### config.mk
export PLATFORM = sky130hd
export DESIGN_NAME = wb_port_arbiter
export DESIGN_NICKNAME = d
export VERILOG_FILES = /design/src/rtl/riscv_pkg.sv /design/src/rtl/wb_result_fifo.sv /design/src/rtl/wb_port_arbiter.sv
export SDC_FILE = /design/constraint.sdc
export NUM_CORES = 1
export LEC_CHECK = 0
export ABC_AREA = 1
export BUFFER_PORTS_ARGS = -buffer_cell sky130_fd_sc_hd__buf_2
export CORE_ASPECT_RATIO = 1.4
export CORE_UTILIZATION = 30
export DETAILED_ROUTE_END_ITERATION = 7
export HOLD_SLACK_MARGIN = 0.08
export SETUP_SLACK_MARGIN = 0.05
export SYNTH_ARGS = -nofsm -noshare
export SYNTH_HDL_FRONTEND = slang
export SYNTH_SLANG_ARGS = --single-unit
export TNS_END_PERCENT = 30
### constraint.sdc
create_clock -name clk -period 2.7 [get_ports clk]
set_input_delay 0.405 -clock clk [delete_from_list [all_inputs] [get_ports clk]]
set_output_delay 0.405 -clock clk [all_outputs]
set_load 0.005 [all_outputs]
### src/rtl/riscv_pkg.sv
// Shared core-wide constants: data width, register address width, x0 alias.
// Latency: none (declarations only).
// Backpressure: not applicable.
package riscv_pkg;
   localparam int XLEN       = 32;
   localparam int REG_ADDR_W = 5;

   typedef logic [REG_ADDR_W-1:0] reg_addr_t;

   localparam reg_addr_t REG_ZERO = 5'd0;

   // Writes to x0 are architecturally discarded everywhere in the core.
   function automatic logic is_x0(input reg_addr_t a);
      return a == REG_ZERO;
   endfunction
endpackage

### src/rtl/wb_result_fifo.sv
// Small circular buffer of {rd,data} multi-cycle results with per-entry taps for the scoreboard.
// Latency: a pushed entry is visible at the head on the following cycle; pop is same-cycle.
// Backpressure: push is ignored while full, pop is ignored while empty; the owner gates on full/empty.
module wb_result_fifo
   import riscv_pkg::*;
#(
   parameter int DEPTH = 2,
   parameter int DW    = 32
) (
   input  logic                   clk,
   input  logic                   rst_n,
   input  logic                   push,
   input  reg_addr_t              push_rd,
   input  logic [DW-1:0]          push_data,
   input  logic                   pop,
   output logic                   full,
   output logic                   empty,
   output reg_addr_t              head_rd,
   output logic [DW-1:0]          head_data,
   output reg_addr_t [DEPTH-1:0]  ent_rd,
   output logic [DEPTH-1:0]       ent_vld
);
   localparam int PW = $clog2(DEPTH);
   localparam int CW = PW + 1;

   logic [PW-1:0]               wr_ptr_q, wr_ptr_d;
   logic [PW-1:0]               rd_ptr_q, rd_ptr_d;
   logic [CW-1:0]               count_q, count_d;
   reg_addr_t [DEPTH-1:0]       rd_mem_q, rd_mem_d;
   logic [DEPTH-1:0][DW-1:0]    data_mem_q, data_mem_d;
   logic                        do_push, do_pop;
   logic [PW-1:0]               off;

   // Occupancy flags, head taps and per-entry validity relative to the read pointer.
   always_comb begin
      full      = (count_q == CW'(DEPTH));
      empty     = (count_q == '0);
      head_rd   = rd_mem_q[rd_ptr_q];
      head_data = data_mem_q[rd_ptr_q];
      ent_rd    = rd_mem_q;
      ent_vld   = '0;
      off       = '0;
      for (int i = 0; i < DEPTH; i++) begin
         off        = PW'(i) - rd_ptr_q;
         ent_vld[i] = ({1'b0, off} < count_q);
      end
   end

   // Next-state for storage, pointers (power-of-two wrap) and count.
   always_comb begin
      do_push    = push && !full;
      do_pop     = pop && !empty;
      rd_mem_d   = rd_mem_q;
      data_mem_d = data_mem_q;
      wr_ptr_d   = wr_ptr_q;
      rd_ptr_d   = rd_ptr_q;
      if (do_push) begin
         rd_mem_d[wr_ptr_q]   = push_rd;
         data_mem_d[wr_ptr_q] = push_data;
         wr_ptr_d             = wr_ptr_q + PW'(1);
      end
      if (do_pop) begin
         rd_ptr_d = rd_ptr_q + PW'(1);
      end
      count_d = count_q + CW'(do_push) - CW'(do_pop);
   end

   // State registers; reset discards any buffered results.
   always_ff @(posedge clk or negedge rst_n) begin
      if (!rst_n) begin
         wr_ptr_q   <= '0;
         rd_ptr_q   <= '0;
         count_q    <= '0;
         rd_mem_q   <= '0;
         data_mem_q <= '0;
      end else begin
         wr_ptr_q   <= wr_ptr_d;
         rd_ptr_q   <= rd_ptr_d;
         count_q    <= count_d;
         rd_mem_q   <= rd_mem_d;
         data_mem_q <= data_mem_d;
      end
   end
endmodule

### src/rtl/wb_port_arbiter.sv
// Shares the register-file write port: pipeline writeback wins, multi-cycle results queue and drain when idle.
// Latency: pipeline writes pass through combinationally; a multi-cycle result is written >= 1 cycle after acceptance.
// Backpressure: mc_ready drops when the queue is full; stall_req asks the hazard unit for a drain bubble.
module wb_port_arbiter #(
   parameter int XLEN       = 32,
   parameter int DEPTH      = 2,
   parameter int STARVE_MAX = 4
) (
   input  logic                              clk,
   input  logic                              rst_n,
   input  logic                              pipe_we,
   input  logic [riscv_pkg::REG_ADDR_W-1:0]  pipe_rd,
   input  logic [XLEN-1:0]                   pipe_data,
   input  logic                              mc_valid,
   input  logic [riscv_pkg::REG_ADDR_W-1:0]  mc_rd,
   input  logic [XLEN-1:0]                   mc_data,
   output logic                              mc_ready,
   output logic                              rf_we,
   output logic [riscv_pkg::REG_ADDR_W-1:0]  rf_addr,
   output logic [XLEN-1:0]                   rf_wdata,
   input  logic [riscv_pkg::REG_ADDR_W-1:0]  hz_rs1,
   input  logic [riscv_pkg::REG_ADDR_W-1:0]  hz_rs2,
   output logic                              hz_rs1_pend,
   output logic                              hz_rs2_pend,
   output logic                              stall_req
);
   import riscv_pkg::*;

   localparam int SCW = $clog2(STARVE_MAX + 1);
   localparam logic [SCW-1:0] STARVE_LIM = SCW'(STARVE_MAX);

   logic                    pipe_act, mc_accept, push, pop;
   logic                    full, empty;
   reg_addr_t               head_rd;
   logic [XLEN-1:0]         head_data;
   reg_addr_t [DEPTH-1:0]   ent_rd;
   logic [DEPTH-1:0]        ent_vld;
   logic [SCW-1:0]          starve_q, starve_d;
   logic                    pipe_hits_fifo;

   wb_result_fifo #(.DEPTH(DEPTH), .DW(XLEN)) u_fifo (
      .clk       (clk),
      .rst_n     (rst_n),
      .push      (push),
      .push_rd   (mc_rd),
      .push_data (mc_data),
      .pop       (pop),
      .full      (full),
      .empty     (empty),
      .head_rd   (head_rd),
      .head_data (head_data),
      .ent_rd    (ent_rd),
      .ent_vld   (ent_vld)
   );

   // Port mux: a live pipeline write owns the port, otherwise the queue head drains.
   always_comb begin
      pipe_act  = pipe_we && !is_x0(pipe_rd);
      mc_ready  = !full;
      mc_accept = mc_valid && !full;
      push      = mc_accept && !is_x0(mc_rd);
      pop       = !pipe_act && !empty;
      rf_we     = 1'b0;
      rf_addr   = REG_ZERO;
      rf_wdata  = '0;
      if (pipe_act) begin
         rf_we    = 1'b1;
         rf_addr  = pipe_rd;
         rf_wdata = pipe_data;
      end else if (!empty) begin
         rf_we    = 1'b1;
         rf_addr  = head_rd;
         rf_wdata = head_data;
      end
   end

   // Starvation counter: counts consecutive blocked cycles of a waiting head, saturating.
   always_comb begin
      starve_d = starve_q;
      if (empty || pop) begin
         starve_d = '0;
      end else if (pipe_act && starve_q != STARVE_LIM) begin
         starve_d = starve_q + SCW'(1);
      end
      stall_req = full || (starve_q == STARVE_LIM);
   end

   // Starvation counter register.
   always_ff @(posedge clk or negedge rst_n) begin
      if (!rst_n) begin
         starve_q <= '0;
      end else begin
         starve_q <= starve_d;
      end
   end

   // Scoreboard: a source is pending if a queued or just-accepted result targets it.
   always_comb begin
      hz_rs1_pend    = 1'b0;
      hz_rs2_pend    = 1'b0;
      pipe_hits_fifo = 1'b0;
      for (int i = 0; i < DEPTH; i++) begin
         if (ent_vld[i] && ent_rd[i] == hz_rs1)  hz_rs1_pend    = 1'b1;
         if (ent_vld[i] && ent_rd[i] == hz_rs2)  hz_rs2_pend    = 1'b1;
         if (ent_vld[i] && ent_rd[i] == pipe_rd) pipe_hits_fifo = pipe_act;
      end
      if (mc_accept && mc_rd == hz_rs1) hz_rs1_pend = 1'b1;
      if (mc_accept && mc_rd == hz_rs2) hz_rs2_pend = 1'b1;
      if (is_x0(hz_rs1)) hz_rs1_pend = 1'b0;
      if (is_x0(hz_rs2)) hz_rs2_pend = 1'b0;
   end

   // The hazard unit must never let W overwrite a register whose older multi-cycle result is still queued.
   a_no_waw_over_queue: assert property (@(posedge clk) disable iff (!rst_n) !pipe_hits_fifo);
endmodule

# ---- Word level (Yosys, flattened, before mapping)
# Cells that the tools add are included.
dict set report totals {
  word_cells 82
  out_inout_bits 42
  regBits 81
}
dict set report classes {
  addsub 7
  n_eq_ne 9
  magnitude_cmp 5
  reduce_logical 27
  mux 26
}
# cell n
set op_table {}
lappend op_table {{$mux 32} 5}
lappend op_table {{$bwmux 64} 1}
lappend op_table {{$demux 32 s1} 1}
lappend op_table {{$eq 5x5->1} 6}
lappend op_table {{$mux 5} 5}
lappend op_table {{$logic_not 5->1} 4}
lappend op_table {{$logic_and 1x1->1} 14}
lappend op_table {{$bwmux 10} 1}
lappend op_table {{$mux 1} 10}
lappend op_table {{$mux 3} 2}
lappend op_table {{$demux 5 s1} 1}
lappend op_table {{$logic_not 1->1} 5}
lappend op_table {{$lt 1x2->1} 2}
lappend op_table {{$lt 1x2->1 const B} 2}
lappend op_table {{$add 3x1->3 const B} 1}
lappend op_table {{$eq 3x3->1 const B} 1}
lappend op_table {{$ne 3x3->1 const B} 1}
lappend op_table {{$add 1x1->1 const B} 2}
lappend op_table {{$add 2x1->2} 1}
lappend op_table {{$eq 2x2->1 const B} 1}
lappend op_table {{$logic_not 2->1} 1}
lappend op_table {{$logic_or 1x1->1} 2}
lappend op_table {{$reduce_bool 2->1} 1}
lappend op_table {{$sub 1x1->1 const A} 2}
lappend op_table {{other kinds (2)} 2}

# ---- Longest topological paths before layout
# Gate-level depths: netlist of the first run.
dict set report logic_depth {
  depth_word 7
  mapped_depth 12
  ltp_nobuf 10
}

# ---- By module
# Synthesis of the first run repeated with hierarchy kept, for this count alone.
dict set report hier_totals {
  cells_unflattened 778
  area_unflattened_um2 5036.1
}
# mod cells_per_inst area_per_inst_um2 n_inst
set by_module_without_submodules {}
lappend by_module_without_submodules {wb_result_fifo 481 3774.9 1}
lappend by_module_without_submodules {wb_port_arbiter 297 1261.2 1}

# ---- Least setup slack after synthesis of the first run
# Ideal clock, no wire load.
dict set report synth_timing {
  path_kind {register -> register}
  startpoint {reg u_fifo.count_q[1]}
  endpoint {reg u_fifo.count_q[1]}
  setup_slack_ps 768
  arrival_time_ps 1803
  path_stages_with_launch 12
  path_buffers 2
  setup_time_ps 129
  t_required_ps 2571
  cell_sequence {dfrtp_1 > inv_1 > nand2_1 > nand2_1 > buf_2 > buf_2 > inv_1 > ha_1 > inv_1 > ha_1 > xnor2_1 > xor2_1}
}
# element line
set synth_rtl {}
lappend synth_rtl {{start, declared} wb_result_fifo.sv:28} ;# logic [CW-1:0] count_q, count_d;
lappend synth_rtl {{start signal, assigned} wb_result_fifo.sv:79} ;# count_q <= count_d;
lappend synth_rtl {{$logic_not 2->1 *} wb_result_fifo.sv:37} ;# empty = (count_q == '0);
lappend synth_rtl {{$logic_not 1->1 *} {wb_result_fifo.sv:52, wb_port_arbiter.sv:62}}
lappend synth_rtl {{$logic_and 1x1->1} wb_port_arbiter.sv:62} ;# pop = !pipe_act && !empty;
lappend synth_rtl {{$logic_and 1x1->1 *} wb_result_fifo.sv:52} ;# do_pop = pop && !empty;
lappend synth_rtl {{net u_fifo.do_pop} wb_result_fifo.sv:31} ;# logic do_push, do_pop;
lappend synth_rtl {{$sub 2x1->2 *} wb_result_fifo.sv:65} ;# count_d = count_q + CW'(do_push) - CW'(do_pop);
lappend synth_rtl {{net u_fifo.count_d[1]} wb_result_fifo.sv:28}
# The timed path passes the listed nets; every way through them passes the cells marked *.
# A chain may end at the register's enable or synchronous reset.

# ---- Worst setup path after layout of the first run
dict set report layout_timing {
  startpoint {reg u_fifo.rd_ptr_q}
  endpoint {out rf_wdata[24]}
}
dict set report layout_via {
  elab_chain_cells 4
}
# element line
set layout_rtl {}
lappend layout_rtl {{start, declared} wb_result_fifo.sv:27} ;# logic [PW-1:0] rd_ptr_q, rd_ptr_d;
lappend layout_rtl {{start signal, assigned} wb_result_fifo.sv:78} ;# rd_ptr_q <= rd_ptr_d;
lappend layout_rtl {{$mux 32 (not written as such) (2 in a row)} wb_result_fifo.sv:39} ;# head_data = data_mem_q[rd_ptr_q];
lappend layout_rtl {{$mux 32} wb_port_arbiter.sv:70} ;# end else if (!empty) begin
lappend layout_rtl {{$mux 32} wb_port_arbiter.sv:66} ;# if (pipe_act) begin
lappend layout_rtl {{end, declared} wb_port_arbiter.sv:20} ;# output logic [XLEN-1:0] rf_wdata,
# No other way between the ends. The select of a mux whose other input is x is not followed.

==> results of run 1 <==
## cell usage in the layout (no fill, tap or decap), drive strengths merged
master / count
nand2: 213
nor2: 21
or2: 1
ha: 4
clkbuf: 11
mux2i: 32
clkinvlp: 1
dfrtp: 81
a31oi: 1
nand4: 2
xor2: 3
inv: 71
nor3: 2
xnor2: 3
buf: 141
clkinv: 3
nand3: 12
a21oi: 2
o21ai: 115
o22ai: 3
## flip-flops by register name, indices dropped and copies added, names as in the netlist
signal and count:
u_fifo.data_mem_q 64, u_fifo.wr_ptr_q 1, u_fifo.count_q 2, u_fifo.rd_ptr_q 1, starve_q 3, u_fifo.ent_rd 10
## stage by stage
stage               hold WS, ps  power, mW  area (µm²)
CTS                       93.52      5.760        5678
floorplan                 109.4      3.878        4586
detailed placement        453.7      4.620        5408
global route              117.2      6.210        5678
global placement          456.6      4.578        5408
finish                    82.10      5.665        5678
## report_power, final
| group | switching (mW) | internal, mW | total [mW] |
|---|---|---|---|
| registers | 0.402 | 1.79 | 2.19 |
| logic | 1.32 | 1.04 | 2.37 |
| clock network | 0.448 | 0.659 | 1.11 |
## logic make-up after synthesis
group,after synthesis
compound gates,121
xor+xnor,6
fa+ha+maj,4
buf+inv,100
flops,81
mux,32
simple gates,251
## layer usage
metal	vias up	global-route usage, %
met4	0	5.616
met5	-	0
met1	1834	18.58
met3	14	2.673
li1	2129	-
met2	94	25.13
## final timing paths
kind                                 startpoint                    end  slack (ps)  depth (start not counted)
setup / recovery                u_fifo.rd_ptr_q           rf_wdata[24]         500                          4
hold / removal                            rst_n  u_fifo.data_mem_q[60]          80                          1
setup reg to reg              u_fifo.count_q[1]      u_fifo.count_q[1]         740                         10
hold reg to reg            u_fifo.data_mem_q[5]   u_fifo.data_mem_q[5]         480                          2
max in group asynchronous                 rst_n   u_fifo.data_mem_q[7]        1990                          2
min in group clk                    mc_data[21]  u_fifo.data_mem_q[21]         330                          3
## worst max-delay path, cell delays in order, from the launching register on
cell     delay, ps
dfrtp_2        680
buf_12         270
mux2i_1        270
o21ai_0        110
buf_2          130
## final cells by class
class                      instances  area share, %
inverter                          72          4.760
clock buffer                      11          4.451
clock inverter                     3         0.3085
sequential                        81          35.72
multi-input combinational        414          36.87
tap                              192          4.231
timing repair buffer             141          13.66
==> impl_results.html, run 1 <==
<table>
<tr><th>Metric</th><th>Value</th></tr>
<tr><th colspan="2">Clock tree</th></tr>
<tr><td>Number of cells upsized or downsized after cts</td><td>0</td></tr>
<tr><td>CTS Buffer Depth</td><td>2</td></tr>
<tr><td>Clock-pin slew on the worst setup and hold paths</td><td>60 ps</td></tr>
<tr><td>CTS H-tree depth</td><td>3</td></tr>
<tr><td>Buffer type at the clock tree root</td><td>clkbuf_16</td></tr>
<tr><td>CTS tree</td><td>done</td></tr>
<tr><td>Number of clock sinks</td><td>81</td></tr>
<tr><td># hold bufs at CTS</td><td>0</td></tr>
<tr><td>Clk Latency, worst-skew pair</td><td>330 ps</td></tr>
<tr><td>Number of buffers created by CTS</td><td>9</td></tr>
<tr><td>Number of post-CTS setup repair buffers</td><td>0</td></tr>
<tr><th colspan="2">Floorplan</th></tr>
<tr><td>Die span in x</td><td>106.5 µm</td></tr>
<tr><td>Top-Level Pins</td><td>130</td></tr>
<tr><td>Row cnt</td><td>53</td></tr>
<tr><td>Core Region</td><td>14990 µm²</td></tr>
<tr><td>DIE AREA</td><td>15790 µm²</td></tr>
<tr><td>Die Ht</td><td>148.3 µm</td></tr>
<tr><td>Starting utilization of the core area</td><td>30.60%</td></tr>
<tr><th colspan="2">Synthesis</th></tr>
<tr><td>Number of unique standard cell types used by synthesis</td><td>27</td></tr>
<tr><td>Most used standard cells in the synthesized netlist</td><td>210 x nand2_1, 81 x dfrtp_1, 75 x o21ai_0, 68 x inv_1, 32 x mux2i_1</td></tr>
<tr><td>Post-synthesis simple-gate area fraction</td><td>21.42%</td></tr>
<tr><td>Async S/R FF share, synth</td><td>100.0%</td></tr>
<tr><td>Netlist Area Pre-Place</td><td>4586 µm²</td></tr>
<tr><td>Biggest area consumer among synthesized cells</td><td>dfrtp_1</td></tr>
<tr><td>Post-Synth Adder-Cell Area</td><td>1.091%</td></tr>
<tr><td>Cell with the most instances after synthesis</td><td>nand2_1</td></tr>
<tr><td>Top cell type's share of synthesized area</td><td>44.20%</td></tr>
<tr><td>Post-synthesis compound-gate area fraction</td><td>14.95%</td></tr>
<tr><td>Main combinational cell family by area after synthesis</td><td>simple AND/OR/NAND/NOR gates</td></tr>
<tr><td>Number of storage elements in the synthesis netlist</td><td>81</td></tr>
<tr><td>Per-instance average area after synthesis</td><td>7.707 µm²</td></tr>
<tr><td>Number of flops mapped to enable cells by yosys</td><td>0</td></tr>
<tr><td>Post-synthesis mux area share</td><td>6.985%</td></tr>
<tr><td>Most instantiated flip-flop cell in the synthesis netlist</td><td>dfrtp_1</td></tr>
<tr><td>XOR/XNOR share of the synthesized area</td><td>1.146%</td></tr>
<tr><td>Dominant cells by area after synthesis</td><td>dfrtp_1 44%, nand2_1 17%, o21ai_0 8.2%</td></tr>
<tr><td>Post-Syn Instances</td><td>595</td></tr>
<tr><td>Syn. warnings</td><td>0</td></tr>
<tr><td>Total nets after synthesis</td><td>687</td></tr>
<tr><td>Sequential share of the synthesized area</td><td>44.20%</td></tr>
<tr><th colspan="2">Detailed routing</th></tr>
<tr><td>Drt pass-1 iters</td><td>4</td></tr>
<tr><td>Total via count in the routed design</td><td>4071</td></tr>
<tr><td>Routed via count divided by cell count</td><td>4.454</td></tr>
<tr><td>Highest metal layer with signal wires</td><td>met4</td></tr>
<tr><td>Routed wire length per instance</td><td>12.27 µm</td></tr>
<tr><td>Met3 routed wirelength</td><td>378 µm</td></tr>
<tr><td>Detail Route met2 WL</td><td>5.566 mm</td></tr>
<tr><td>Met1 routed wirelength after detailed routing</td><td>5.031 mm</td></tr>
<tr><td>Post-detailed-route count of antenna-violating nets</td><td>0</td></tr>
<tr><td>Drt initial violations</td><td>209</td></tr>
<tr><td>Final Routed Wirelength</td><td>11.21 mm</td></tr>
<tr><td>DR DRC count</td><td>0</td></tr>
<tr><th colspan="2">Critical path</th></tr>
<tr><td>Type of element launching the critical path</td><td>flip-flop</td></tr>
<tr><td>Crit Path Class</td><td>flip-flop to output port</td></tr>
<tr><td>Critical path data required time</td><td>2300 ps</td></tr>
<tr><td>Maximum fanout count along the critical path</td><td>21</td></tr>
<tr><td>Endpoint class of the critical path</td><td>output port</td></tr>
<tr><td>Arrival time at the worst endpoint</td><td>1790 ps</td></tr>
<tr><th colspan="2">Final layout</th></tr>
<tr><td>Filler Cell Count</td><td>1639</td></tr>
<tr><td>Area of the multi-input gates</td><td>2093 µm²</td></tr>
<tr><td>Final standard cell count with taps included and fillers excluded</td><td>914</td></tr>
<tr><td>Storage element area</td><td>2028 µm²</td></tr>
<tr><td>Share of cells above drive strength 1</td><td>25.48%</td></tr>
<tr><td>Area growth from synthesis to layout</td><td>23.82%</td></tr>
<tr><td>Final core utilization</td><td>37.89%</td></tr>
<tr><td>Number of diodes</td><td>0</td></tr>
<tr><td>Final nets</td><td>811</td></tr>
<tr><th colspan="2">Placed design</th></tr>
<tr><td>Final HPWL from detailed placement</td><td>8.262 mm</td></tr>
<tr><td>Routability congestion estimate</td><td>0.8963</td></tr>
<tr><td>Port buffer count</td><td>129</td></tr>
<tr><td>Number of cells after detailed placement</td><td>900</td></tr>
<tr><td>Worst setup timing slack at the placement stage</td><td>645.0 ps</td></tr>
<tr><th colspan="2">Timing</th></tr>
<tr><td>Slew Limit Fails</td><td>0</td></tr>
<tr><td>Min setup slack post-route</td><td>500.6 ps</td></tr>
<tr><td>Post-route clock skew</td><td>5.765 ps</td></tr>
<tr><td>Transition at the pin with the smallest max-transition slack</td><td>609.1 ps</td></tr>
<tr><td>Setup tns final</td><td>0 ps</td></tr>
<tr><td>Setup repair after global routing missed its margin</td><td>false</td></tr>
<tr><td>Final setup violating endpoints</td><td>0</td></tr>
<tr><td>Final critical-path share of the clock period</td><td>81.46%</td></tr>
<tr><td>Achievable clock frequency</td><td>0.4547 GHz</td></tr>
<tr><td>Number of hold violations in the final report</td><td>0</td></tr>
<tr><td>Final critical-path required period</td><td>2199 ps</td></tr>
<tr><td>Relative slew slack</td><td>59.40%</td></tr>
<tr><th colspan="2">Pwr</th></tr>
<tr><td>Power density of the placed cells</td><td>997.7 nW/µm²</td></tr>
<tr><td>Worst-case vdd ir drop</td><td>0.3145 mV</td></tr>
<tr><td>Leakage</td><td>3.157 nW</td></tr>
<tr><th colspan="2">Global route</th></tr>
<tr><td>Wire length of the first global-routing pass</td><td>18.18 mm</td></tr>
<tr><td>Number of antenna violations at the first check in global routing</td><td>0</td></tr>
<tr><td>Total congestion overflow</td><td>0</td></tr>
<tr><td>Pin count of the biggest net entering global routing</td><td>47</td></tr>
<tr><td>Overall global routing resource usage</td><td>14.78%</td></tr>
<tr><td>Vias in the first global route</td><td>3743</td></tr>
<tr><th colspan="2">Flow run</th></tr>
<tr><td>Count of maximum capacitance violations</td><td>0</td></tr>
<tr><th colspan="2">Min path</th></tr>
<tr><td>Class of the tightest hold or removal check</td><td>input pin to async pin</td></tr>
<tr><th colspan="2">Status</th></tr>
<tr><td>Outcome</td><td>finished clean</td></tr>
</table>
Note: power is estimated with default switching activity, not from simulation.
==> run 2: changes to the inputs <==
- clock period: 2.7 -> 1.8 ns (I/O delays scaled with it)
==> run 2 against run 1 <==
  * Power up 75%
  * Worst hold slack gained 110 ps
  * Clock power up 60%
  * Non-clock buffer count grew 19
  * First-iteration DRC count down 9.1%
  * Clock skew grew 3.7 ps
  * Core utilization increased by 3.6 points
  * Global-route usage grew 0.27 points
  * Flip-flop and latch count did not move
  * Final area up 9.6%
  * Via count is 3.6% higher
  * Sequential power increased by 52%
  * Critical path type unchanged
  * Critical endpoint is now rf_wdata[22]
==> impl_results.html, run 2 (synthesis gave the netlist of run 1 again) <==
<table>
<tr><th>Metric</th><th>Value</th></tr>
<tr><th colspan="2">Pwr</th></tr>
<tr><td>Worst-case vdd ir drop</td><td>0.5489 mV (+75%)</td></tr>
<tr><td>Overall power after layout</td><td>9.920 mW (+75%)</td></tr>
<tr><td>Leakage</td><td>3.319 nW (+5.1%)</td></tr>
<tr><td>Power density of the placed cells</td><td>1594 nW/µm² (+60%)</td></tr>
<tr><td>Clk pwr share</td><td>18.0% (-1.5 points)</td></tr>
<tr><td>Pint</td><td>6.131 mW (+76%)</td></tr>
<tr><td>Net switching component of the power</td><td>3.789 mW (+74%)</td></tr>
<tr><td>Power share of the sequential group</td><td>33.5% (-5.2 points)</td></tr>
<tr><td>Combinational cell fraction of total power</td><td>48.5% (+6.7 points)</td></tr>
<tr><td>Switching power as a share of total power</td><td>38.19% (-0.19 points)</td></tr>
<tr><th colspan="2">Detailed routing</th></tr>
<tr><td>Post-detailed-route count of antenna-violating nets</td><td>0 (unchanged)</td></tr>
<tr><td>Drt pass-1 iters</td><td>5 (+1)</td></tr>
<tr><td>Final Routed Wirelength</td><td>12.29 mm (+9.6%)</td></tr>
<tr><td>DR DRC count</td><td>0 (unchanged)</td></tr>
<tr><td>Drt initial violations</td><td>190 (-9.1%)</td></tr>
<tr><td>Total via count in the routed design</td><td>4217 (+3.6%)</td></tr>
<tr><td>Routed via count divided by cell count</td><td>4.510 (+1.3%)</td></tr>
<tr><td>Routed wire length per instance</td><td>13.14 µm (+7.1%)</td></tr>
<tr><th colspan="2">Timing</th></tr>
<tr><td>Final critical-path share of the clock period</td><td>99.00%</td></tr>
<tr><td>Setup repair after global routing missed its margin</td><td>true</td></tr>
<tr><td>Final setup violating endpoints</td><td>0 (unchanged)</td></tr>
<tr><td>Transition at the pin with the smallest max-transition slack</td><td>342.9 ps (-266.1 ps)</td></tr>
<tr><td>Final critical-path required period</td><td>1782 ps</td></tr>
<tr><td>Relative slew slack</td><td>77.14% (+18 points)</td></tr>
<tr><td>Achievable clock frequency</td><td>0.5611 GHz</td></tr>
<tr><td>Slew Limit Fails</td><td>0 (unchanged)</td></tr>
<tr><td>Post-route clock skew</td><td>9.442 ps (+3.678 ps)</td></tr>
<tr><td>Number of hold violations in the final report</td><td>0 (unchanged)</td></tr>
<tr><td>Smallest hold slack</td><td>193.8 ps (+111.7 ps)</td></tr>
<tr><th colspan="2">Critical path</th></tr>
<tr><td>Maximum fanout count along the critical path</td><td>8 (-62%)</td></tr>
<tr><td>Crit Path Class</td><td>flip-flop to output port</td></tr>
<tr><td>Endpoint class of the critical path</td><td>output port</td></tr>
<tr><td>Type of element launching the critical path</td><td>flip-flop</td></tr>
<tr><td>Arrival time at the worst endpoint</td><td>1510 ps (-280 ps)</td></tr>
<tr><td>Critical path data required time</td><td>1530 ps (-770 ps)</td></tr>
<tr><th colspan="2">Placed design</th></tr>
<tr><td>Routability congestion estimate</td><td>0.9101 (+1.5%)</td></tr>
<tr><td>Port buffer count</td><td>129 (unchanged)</td></tr>
<tr><td>Number of cells after detailed placement</td><td>901 (+0.11%)</td></tr>
<tr><td>Final HPWL from detailed placement</td><td>8.705 mm (+5.4%)</td></tr>
<tr><th colspan="2">Clock tree</th></tr>
<tr><td>Clock-pin slew on the worst setup and hold paths</td><td>60 ps (about the same)</td></tr>
<tr><td>Buffer type at the clock tree root</td><td>clkbuf_16</td></tr>
<tr><td>CTS tree</td><td>done</td></tr>
<tr><td>Number of clock sinks</td><td>81 (unchanged)</td></tr>
<tr><td>CTS Buffer Depth</td><td>2 (unchanged)</td></tr>
<tr><td>CTS H-tree depth</td><td>3 (unchanged)</td></tr>
<tr><td>Number of buffers created by CTS</td><td>9 (unchanged)</td></tr>
<tr><td>Clk Latency, worst-skew pair</td><td>340 ps (about the same)</td></tr>
<tr><th colspan="2">Floorplan</th></tr>
<tr><td>DIE AREA</td><td>15790 µm² (unchanged)</td></tr>
<tr><td>Core Region</td><td>14990 µm² (unchanged)</td></tr>
<tr><td>Top-Level Pins</td><td>130 (unchanged)</td></tr>
<tr><td>Starting utilization of the core area</td><td>30.60% (unchanged)</td></tr>
<tr><td>Die span in x</td><td>106.5 µm (unchanged)</td></tr>
<tr><td>Die Ht</td><td>148.3 µm (unchanged)</td></tr>
<tr><td>Row cnt</td><td>53 (unchanged)</td></tr>
<tr><th colspan="2">Global route</th></tr>
<tr><td>Overall global routing resource usage</td><td>15.06% (+0.27 points)</td></tr>
<tr><td>Number of antenna violations at the first check in global routing</td><td>1 (+1)</td></tr>
<tr><td>Pin count of the biggest net entering global routing</td><td>46 (-2.1%)</td></tr>
<tr><td>Vias in the first global route</td><td>3746 (+0.080%)</td></tr>
<tr><td>Total congestion overflow</td><td>0 (unchanged)</td></tr>
<tr><td>Wire length of the first global-routing pass</td><td>18.53 mm (+1.9%)</td></tr>
<tr><th colspan="2">Final layout</th></tr>
<tr><td>Filler Cell Count</td><td>1574 (-4.0%)</td></tr>
<tr><td>Most common cell after layout, fill and taps aside</td><td>nand2_1</td></tr>
<tr><td>Flip-flop count of the largest register, all copies and words added</td><td>64 (unchanged)</td></tr>
<tr><td>Final nets</td><td>830 (+2.3%)</td></tr>
<tr><td>Area growth from synthesis to layout</td><td>35.72%</td></tr>
<tr><td>Final standard cell count with taps included and fillers excluded</td><td>935 (+2.3%)</td></tr>
<tr><td>Final core utilization</td><td>41.53% (+3.6 points)</td></tr>
<tr><td>Leading cell types in the layout, fill and taps excluded</td><td>204 x nand2_1, 128 x buf_2, 79 x dfrtp_1, 65 x inv_1, 48 x o21ai_1</td></tr>
<tr><td>Number of diodes</td><td>0 (unchanged)</td></tr>
<tr><td>Share of cells above drive strength 1</td><td>32.30% (+6.8 points)</td></tr>
<tr><td>Biggest register</td><td>u_fifo.data_mem_q</td></tr>
<tr><th colspan="2">Min path</th></tr>
<tr><td>Class of the tightest hold or removal check</td><td>input pin to flip-flop</td></tr>
<tr><th colspan="2">Status</th></tr>
<tr><td>Outcome</td><td>finished clean</td></tr>
<tr><th colspan="2">Flow run</th></tr>
<tr><td>Count of maximum capacitance violations</td><td>0 (unchanged)</td></tr>
</table>
## run 2: changes by cell type in the layout (fill, tap and decap cells not counted), moves of 3 or more
cell,before,now
nand2_2,3,6
inv_2,3,6
inv_1,68,65
buf_6,0,6
clkbuf_1,0,3
buf_12,3,9
o21ai_2,20,27
mux2i_4,0,5
nand2_1,209,204
o21ai_1,20,48
mux2i_1,32,19
o21ai_0,75,40
mux2i_2,0,8
## run 2: per-layer routing
layer,wire [µm],part of all wire (%),GRT usage (%)
met1,5286,43,17.82
met2,6341,52,26.95
met3,420,3.4,2.410
met4,226,1.8,6.096
met5,13,0.11,0
## run 2: layout make-up
type                       instances  area (µm²)  area share (%)
clock buffer                      12       236.5           3.800
clock inverter                     4       53.80          0.8645
inverter                          72       272.8           4.383
multi-input combinational        414        2310           37.11
sequential                        81        2029           32.61
tap                              192       240.2           3.860
timing repair buffer             160        1081           17.37
## run 2: through the flow
step	TNS, ps	worst slack [ps]	cell area, µm²
CTS	0	11.13	5936
global route	-517.1	-72.28	6223
floorplan	0	60.51	4636
global placement	0	173.6	5503
detailed placement	0	147.8	5503
finish	0	17.91	6223
## run 2: path summary, 6_finish.rpt
check,startpoint,end,slack [ps],depth (start not counted)
max,u_fifo.rd_ptr_q,rf_wdata[22],20,5
min,mc_data[10],u_fifo.data_mem_q[10],190,3
max reg2reg,u_fifo.count_q[0],u_fifo.count_q[1],150,9
min reg2reg,u_fifo.data_mem_q[44],u_fifo.data_mem_q[44],480,2
max in group asynchronous,rst_n,u_fifo.rd_ptr_q,810,3
min in group asynchronous,rst_n,u_fifo.data_mem_q[61],390,2
## run 2: worst max-delay path: stages (launching register included)
cell and delay, ps:
dfrtp_2 430, buf_8 150, buf_12 150, mux2i_2 150, o21ai_0 160, buf_2 130
## run 2: timing repair
action                                  in CTS  in global routing
hold buffers                                 1                  0
cloned                                       1                  3
setup buffers                                7                  6
resized for setup                           29                 63
pin swaps                                    7                 21
endpoints found under the setup margin      39                 39
hold endpoints to repair                    22                  0
## run 2: power groups by stage
| stage | Sequential [mW] | Clock [mW] | Combinational, mW |
|---|---|---|---|
| after detailed placement | 3.29 | 0 | 3.85 |
| after global placement | 3.27 | 0 | 3.81 |
| after CTS | 3.24 | 1.85 | 4.27 |
| after floorplan | 3.09 | 0 | 2.83 |
| after global routing | 3.42 | 1.93 | 5.35 |
| final | 3.32 | 1.78 | 4.81 |
